### src/rtl/z80_bus_responder.sv
// Responding end of the Z80 pin bus: decodes CPU strobes into memory, I/O and
// interrupt-acknowledge transactions, forwards them to a request/ack backend and stretches nWAIT.
module z80_bus_responder #(
  parameter int unsigned MEM_WAIT  = 0,
  parameter int unsigned M1_WAIT   = 0,
  parameter int unsigned IO_WAIT   = 1,
  parameter int unsigned INTA_WAIT = 0
) (
  input  logic        clk,
  input  logic        nreset,
  input  logic        nM1,
  input  logic        nMREQ,
  input  logic        nIORQ,
  input  logic        nRD,
  input  logic        nWR,
  input  logic        nRFSH,
  input  logic [15:0] A,
  input  logic [7:0]  D_in,
  output logic        nWAIT,
  output logic [7:0]  D_out,
  output logic        D_oe,
  input  logic [7:0]  int_vector,
  output logic        mem_req,
  output logic        mem_we,
  output logic        mem_io,
  output logic [15:0] mem_addr,
  output logic [7:0]  mem_wdata,
  input  logic [7:0]  mem_rdata,
  input  logic        mem_ack
);

  typedef enum logic [1:0] {S_IDLE, S_WAITING, S_HOLD, S_DRAIN} state_t;
  typedef enum logic [2:0] {K_MRD, K_FETCH, K_MWR, K_IORD, K_IOWR, K_INTA} kind_t;

  localparam logic [3:0] MEM_W  = MEM_WAIT[3:0];
  localparam logic [3:0] M1_W   = M1_WAIT[3:0];
  localparam logic [3:0] IO_W   = IO_WAIT[3:0];
  localparam logic [3:0] INTA_W = INTA_WAIT[3:0];

  function automatic logic [3:0] wait_for(input kind_t k);
    case (k)
      K_FETCH:        wait_for = M1_W;
      K_IORD, K_IOWR: wait_for = IO_W;
      K_INTA:         wait_for = INTA_W;
      default:        wait_for = MEM_W;
    endcase
  endfunction

  state_t      state, state_nxt;
  kind_t       kind, kind_nxt;
  logic [3:0]  cnt, cnt_nxt, cnt_dec;
  logic        ack_seen, ack_seen_nxt;
  logic        nwait_nxt, doe_nxt, req_nxt, we_nxt, io_nxt;
  logic [7:0]  dout_nxt, wdata_nxt;
  logic [15:0] addr_nxt;

  logic        det_valid;
  kind_t       det_kind;
  logic        kind_is_read, drives_bus, strobe_low, bus_released;

  // Strobe decode in priority order; refresh cycles never match a memory kind.
  // NOTE: every combinational output gets a default first, so no path can infer a latch.
  always_comb begin
    det_valid = 1'b0;
    det_kind  = K_MRD;
    if (!nIORQ && !nM1) begin
      det_valid = 1'b1;
      det_kind  = K_INTA;
    end else if (!nMREQ && nRFSH && !nRD) begin
      det_valid = 1'b1;
      det_kind  = nM1 ? K_MRD : K_FETCH;
    end else if (!nMREQ && nRFSH && !nWR) begin
      det_valid = 1'b1;
      det_kind  = K_MWR;
    end else if (!nIORQ && nM1 && !nRD) begin
      det_valid = 1'b1;
      det_kind  = K_IORD;
    end else if (!nIORQ && nM1 && !nWR) begin
      det_valid = 1'b1;
      det_kind  = K_IOWR;
    end
  end

  assign kind_is_read = (kind == K_MRD) || (kind == K_FETCH) || (kind == K_IORD);
  assign drives_bus   = kind_is_read || (kind == K_INTA);
  assign strobe_low   = (kind == K_INTA) ? !nIORQ : !nRD;
  assign bus_released = nMREQ && nIORQ;
  assign cnt_dec      = (cnt != 4'd0) ? cnt - 4'd1 : 4'd0;

  always_comb begin
    state_nxt    = state;
    kind_nxt     = kind;
    cnt_nxt      = cnt;
    ack_seen_nxt = ack_seen;
    nwait_nxt    = nWAIT;
    dout_nxt     = D_out;
    doe_nxt      = D_oe;
    req_nxt      = 1'b0;
    we_nxt       = mem_we;
    io_nxt       = mem_io;
    addr_nxt     = mem_addr;
    wdata_nxt    = mem_wdata;

    case (state)
      S_IDLE: begin
        if (det_valid) begin
          state_nxt = S_WAITING;
          kind_nxt  = det_kind;
          cnt_nxt   = wait_for(det_kind);
          addr_nxt  = A;
          wdata_nxt = D_in;
          nwait_nxt = 1'b0;
          if (det_kind == K_INTA) begin
            // The vector needs no backend round trip, so the ack is already satisfied.
            ack_seen_nxt = 1'b1;
            dout_nxt     = int_vector;
          end else begin
            ack_seen_nxt = 1'b0;
            req_nxt      = 1'b1;
            we_nxt       = (det_kind == K_MWR) || (det_kind == K_IOWR);
            io_nxt       = (det_kind == K_IORD) || (det_kind == K_IOWR);
          end
        end
      end

      S_WAITING: begin
        cnt_nxt = cnt_dec;
        if (mem_ack) begin
          ack_seen_nxt = 1'b1;
          if (kind_is_read) dout_nxt = mem_rdata;
        end
        if (bus_released) begin
          // CPU abandoned the cycle; an outstanding backend ack must still be absorbed.
          nwait_nxt = 1'b1;
          state_nxt = (ack_seen || mem_ack) ? S_IDLE : S_DRAIN;
        end else if ((ack_seen || mem_ack) && (cnt_dec == 4'd0)) begin
          nwait_nxt = 1'b1;
          state_nxt = S_HOLD;
          doe_nxt   = drives_bus && strobe_low;
        end
      end

      S_HOLD: begin
        if (bus_released) begin
          state_nxt = S_IDLE;
          doe_nxt   = 1'b0;
        end else begin
          doe_nxt = drives_bus && strobe_low;
        end
      end

      S_DRAIN: begin
        if (mem_ack) state_nxt = S_IDLE;
      end

      default: state_nxt = S_IDLE;
    endcase
  end

  // NOTE: sequential state uses non-blocking assignments so every register samples pre-edge values.
  always_ff @(posedge clk or negedge nreset) begin
    if (!nreset) begin
      state     <= S_IDLE;
      kind      <= K_MRD;
      cnt       <= 4'd0;
      ack_seen  <= 1'b0;
      nWAIT     <= 1'b1;
      D_out     <= 8'h00;
      D_oe      <= 1'b0;
      mem_req   <= 1'b0;
      mem_we    <= 1'b0;
      mem_io    <= 1'b0;
      mem_addr  <= 16'h0000;
      mem_wdata <= 8'h00;
    end else begin
      state     <= state_nxt;
      kind      <= kind_nxt;
      cnt       <= cnt_nxt;
      ack_seen  <= ack_seen_nxt;
      nWAIT     <= nwait_nxt;
      D_out     <= dout_nxt;
      D_oe      <= doe_nxt;
      mem_req   <= req_nxt;
      mem_we    <= we_nxt;
      mem_io    <= io_nxt;
      mem_addr  <= addr_nxt;
      mem_wdata <= wdata_nxt;
    end
  end

endmodule

### config.mk
export PLATFORM = sky130hd
export DESIGN_NAME = z80_bus_responder
export DESIGN_NICKNAME = d
export VERILOG_FILES = /design/src/rtl/z80_bus_responder.sv
export SDC_FILE = /design/constraint.sdc
export NUM_CORES = 1
export LEC_CHECK = 0
export ABC_AREA = 1
export CAP_MARGIN = 25
export CORE_MARGIN = 5
export CORE_UTILIZATION = 35
export DETAILED_ROUTE_END_ITERATION = 8
export HOLD_SLACK_MARGIN = 0.15
export PLACE_DENSITY = 0.67
export RECOVER_POWER = 25
export SYNTH_ARGS = -nofsm -noshare
export SYNTH_HDL_FRONTEND = slang
export SYNTH_SLANG_ARGS = --single-unit
### constraint.sdc
create_clock -name clk -period 1.5 [get_ports clk]
set_input_delay 0.225 -clock clk [delete_from_list [all_inputs] [get_ports clk]]
set_output_delay 0.225 -clock clk [all_outputs]
set_load 0.01 [all_outputs]
======== After elaboration in Yosys (flattened, before gate mapping) ========
Index checks and enable logic that the tools add are counted.
word-level totals
  flip-flop bits (word level) ............. 47
  word-level logic and storage cells ...... 112
  memories kept ........................... 0
  bits in read-only memories .............. 0
  memory bits (writable) .................. 0
  bits in latches ......................... 0
  input bits .............................. 49
cells by class
  equality and inequality tests ........... 19
  reductions and logical operators ........ 36
  muxes and demuxes ....................... 43
  $add $sub $neg .......................... 1
  bitwise gates (word level) .............. 1
  shift-type cells ........................ 0
  $mul .................................... 0
  $lt $le $gt $ge ......................... 0
  divide/modulo/power cells ............... 0
operators with widths
  cell                                                  number
  two-way mux 8 bit                                     4
  two-way mux 1 bit                                     20
  != test 2 bit (second input constant)                 8
  case mux 8 bit (2 select lines)                       1
  two-way mux 3 bit                                     5
  two-way mux 2 bit                                     6
  AND reduction 3 bit                                   4
  logical AND 1 bit                                     10
  equality test 3 x 2 -> 1 bit (second input constant)  3
  equality test 3 bit (second input constant)           3
  two-way mux 4 bit                                     2
  case mux 2 bit (4 select lines)                       1
  case mux 4 bit (2 select lines)                       1
  logical OR 1 bit                                      6
  case mux 1 bit (2 select lines)                       3
  zero test 1 bit                                       5
  AND reduction 5 bit                                   1
  equality test 2 bit (second input constant)           2
  zero test 4 bit                                       1
  AND reduction 2 bit                                   2
  AND reduction 4 bit                                   1
  nonzero test 2 bit                                    2
  nonzero test 4 bit                                    1
  subtractor 4 x 1 -> 4 bit (second input constant)     1
  7 further kinds                                       7

======== Longest topological paths before layout ========
  word-level depth ........................ 13
  depth in mapped cells ................... 11

======== Least setup slack after synthesis ========
Ideal clock, no wire load.
  path kind ............................... reg2reg
  start ................................... reg state[0]
  end ..................................... reg D_out[3]
  path buffers ............................ 1
  cell stages (with the launch flop) ...... 6
  library setup time ...................... 122 ps
  period minus slack after synthesis ...... 1227 ps
  arrival ................................. 1105 ps
  path slack .............................. 273 ps
  data required time ...................... 1378 ps
  cells stage by stage .................... dfrtp_1 -> nor2_2 -> nand2_1 -> nand3_1 -> buf_4 -> o21ai_1
on the way
  cells in the longest elaborated chain, start to end .. 3
  elaborated cells between the ends (all ways) .. 9
  those cells by class .................... 5 x eq/ne; 1 x mux; 3 x reduce/logical
RTL lines
  element                                                                      line  text
  from (decl)                                                                  49    state_t state, state_nxt;
  from (signal assigned)                                                       176   state <= state_nxt;
  equality test 2 x 1 -> 1 bit / zero test 2 bit (equally long branches)       104   case (state)
  != test 2 bit (no source line) / nonzero test 2 bit (equally long branches)  -
  AND reduction 5 bit (no source line)                                         -
  to (signal assigned)                                                         181   D_out <= dout_nxt;
  to (decl)                                                                    20    output logic [7:0] D_out,
Several ways; a longest one is shown, not always the timed one.
A chain may end at the register's enable or synchronous reset.

======== Final worst setup path ========
  start ................................... reg mem_addr[10]
  end ..................................... out mem_addr[10]
RTL lines
  element                 line  text
  from (decl)             26    output logic [15:0] mem_addr,
  from (signal assigned)  186   mem_addr <= addr_nxt;
No word-level cell between the ends.

==> impl_metrics.json <==
{
  "clockBufferDepth": 2,
  "area_delta_synth_final_pct": 54.3,
  "first_pass_iters": 4,
  "fmax_ghz": 0.699,
  "nets": 421,
  "num_rows": 28,
  "synth_top_area_frac": 0.525,
  "post-route-cell-area_um2": 3380,
  "place_area_um2": 3250,
  "start_kind": "flip-flop",
  "timing.final.ws_setup_ps": 68.9,
  "finalHoldViolCount": 0,
  "r2r-end": "D_out[2]",
  "synth_nets": 315,
  "worst_pin_slew_ps": 504,
  "slew_viol_final": 0,
  "htree_num_levels": 2,
  "n_fill_cell": 545,
  "diodes": 0,
  "postLayoutCoreUtil": 0.565,
  "p_leak_nw": 1.69,
  "synth_cells": 266,
  "use_met3": 0.0424,
  "grt_max_degree": 24,
  "cpPeakStageDelay_ps": 550,
  "layout_common_cells": "122 x nand2_1, 79 x clkdlybuf4s50_1, 45 x dfrtp_1, 16 x o21ai_0",
  "timing.rr.start": "state[1]",
  "yosys.area.top_type": "dfrtp_1",
  "overflow": 0,
  "path_class": "reg -> out",
  "io_buffers": 85,
  "finalCriticalPeriod_ps": 1430,
  "startpoint": "mem_addr[10]",
  "period_share": 0.954,
  "endpoint_kind": "output port",
  "synth_area_leaders": "dfrtp_1 52%, nand2_1 21%, mux2i_1 3.7%, o21ai_0 3.7%, nand3_1 3.0%",
  "min_path_type": "in -> async",
  "via_per_inst": 4.53,
  "cpMaxStageDelayCell": "clkdlybuf4s50_1",
  "drtIter0Drc": 91,
  "synth_cell_types": 25,
  "wirelength_um": 5410,
  "skew_ps": 4.57,
  "dr_total_vias": 2030,
  "crit_required_ps": 1270,
  "outcome": "completed",
  "ir_worst_vdd_v": 0.000960,
  "drive_gt1_frac": 0.123,
  "dp_hpwl_um": 4150,
  "regArea_um2": 1180,
  "r2r_slack_ps": 180,
  "syn_area_um2": 2190,
  "reg2reg_depth": 6,
  "coreArea_um2": 5990,
  "grt_usage": 0.137,
  "gr-usage-met1": 0.172,
  "yosysWarnings": 0,
  "crit_family": "buffers and inverters",
  "busiest_layer": "met2",
  "cts-root-buf": "clkbuf_8",
  "pre_cts_ws_ps": -262,
  "syn_avg_cell_area_um2": 8.25,
  "die_y_um": 89.2,
  "stdcell_count": 448,
  "power_density_nw_per_um2": 1850,
  "multi_input_area_um2": 877,
  "clkLatencyLatePin_ps": 290,
  "floorplan.initialDensity": 0.366,
  "cts_num_sinks": 47,
  "rsz0062_at_grt": "false",
  "p_total_w": 0.00625,
  "worst-path-buf-inv": 1,
  "grt_pass1_wl_um": 8670,
  "drc": 0,
  "maxCapViolations": 0,
  "cp_max_fo": 2,
  "grt_pass1_vias": 1946,
  "met2_usage": 0.236,
  "ios": 86,
  "cts_tree": "yes",
  "numCtsBuffers": 5,
  "wl_per_cell_um": 12.1,
  "place.gp.congestion": 0.822,
  "setup_viol_count_final": 0,
  "dp.cells": 436,
  "die_area_um2": 7950,
  "worstPathCellList": "clkdlybuf4s50_1",
  "antenna_found_initial": 0,
  "slew_headroom": 0.664,
  "cts.clk_slew.worst_paths_ps": 80,
  "worstPathArrival_ps": 1210,
  "ys_seq_elements": 47,
  "ant_nets": 0,
  "ys_seq_area_frac": 0.537,
  "die_w_um": 89.2,
  "mostFrequentLayoutCell": "nand2_1"
}
[power breakdown]
part / leakage [nW] / internal, W / switching (W) / total, W
Sequential: 0.584 / 0.00186 / 0.000353 / 0.00221
Clock: 0.0515 / 0.000421 / 0.000385 / 0.000806
Combinational: 1.06 / 0.00170 / 0.00153 / 0.00323
Total: 1.69 / 0.00398 / 0.00227 / 0.00625
[cells in the mapped netlist, drive strengths merged]
cell type,instances
inv,21
a21oi,6
nand2,125
nor3,1
dfstp,1
dfrtp,46
o211ai,1
o21ai,18
mux2i,8
nand3,13
nand3b,1
or2,1
nand4,2
and2,1
nor2,13
buf,7
o21bai,1
[registers in the layout (all words and copies together) (netlist names), 2 cells and up]
signal,count
kind,3
cnt,4
mem_wdata,8
state,2
D_out,8
mem_addr,16
[kinds of logic after synthesis]
family,Yosys count,synth area share
simple gates,157,0.299
compound gates,26,0.0616
flops,47,0.537
mux,8,0.0365
buf+inv,28,0.0662
[what timing repair did]
action                     CTS  global route
setup buffers                0             3
hold endpoints to repair    15             0
setup endpoints to repair    1            33
gates resized for setup      1             9
pin swaps                    0             2
hold buffers                 1             0
[worst max-delay path by stage]
stage	end	slack, ps	cells after the start
2_1_floorplan	D_out[3]	270	5
3_3_place_gp	mem_we	-230	10
3_5_place_dp	cnt[0]	-260	11
4_1_cts	mem_addr[10]	40	1
5_1_grt	kind[0]	5	11
6_report	mem_addr[10]	70	1
[stage by stage]
| step | setup TNS [ps] | hold WS, ps |
|---|---|---|
| 2_1_floorplan | 0 | -70.6 |
| 3_3_place_gp | -7250 | 193 |
| 3_5_place_dp | -8860 | 200 |
| 4_1_cts | 0 | 415 |
| 5_1_grt | 0 | 452 |
| 6_report | 0 | 415 |
[metal layers]
metal / share of wire / vias up
li1: - / 1046
met1: 0.43 / 921
met2: 0.47 / 61
met3: 0.092 / 2
met4: 0.0035 / 0
met5: 0 / -
[final cells by class]
cell class              instances  share of cell area
flip-flops and latches         47               0.348
multi-input cells             191               0.259
inverters                      21              0.0240
well taps                      75              0.0277
repair buffers                106               0.311
clock buffers                   8              0.0296
Power figures use the tool's default switching activity.
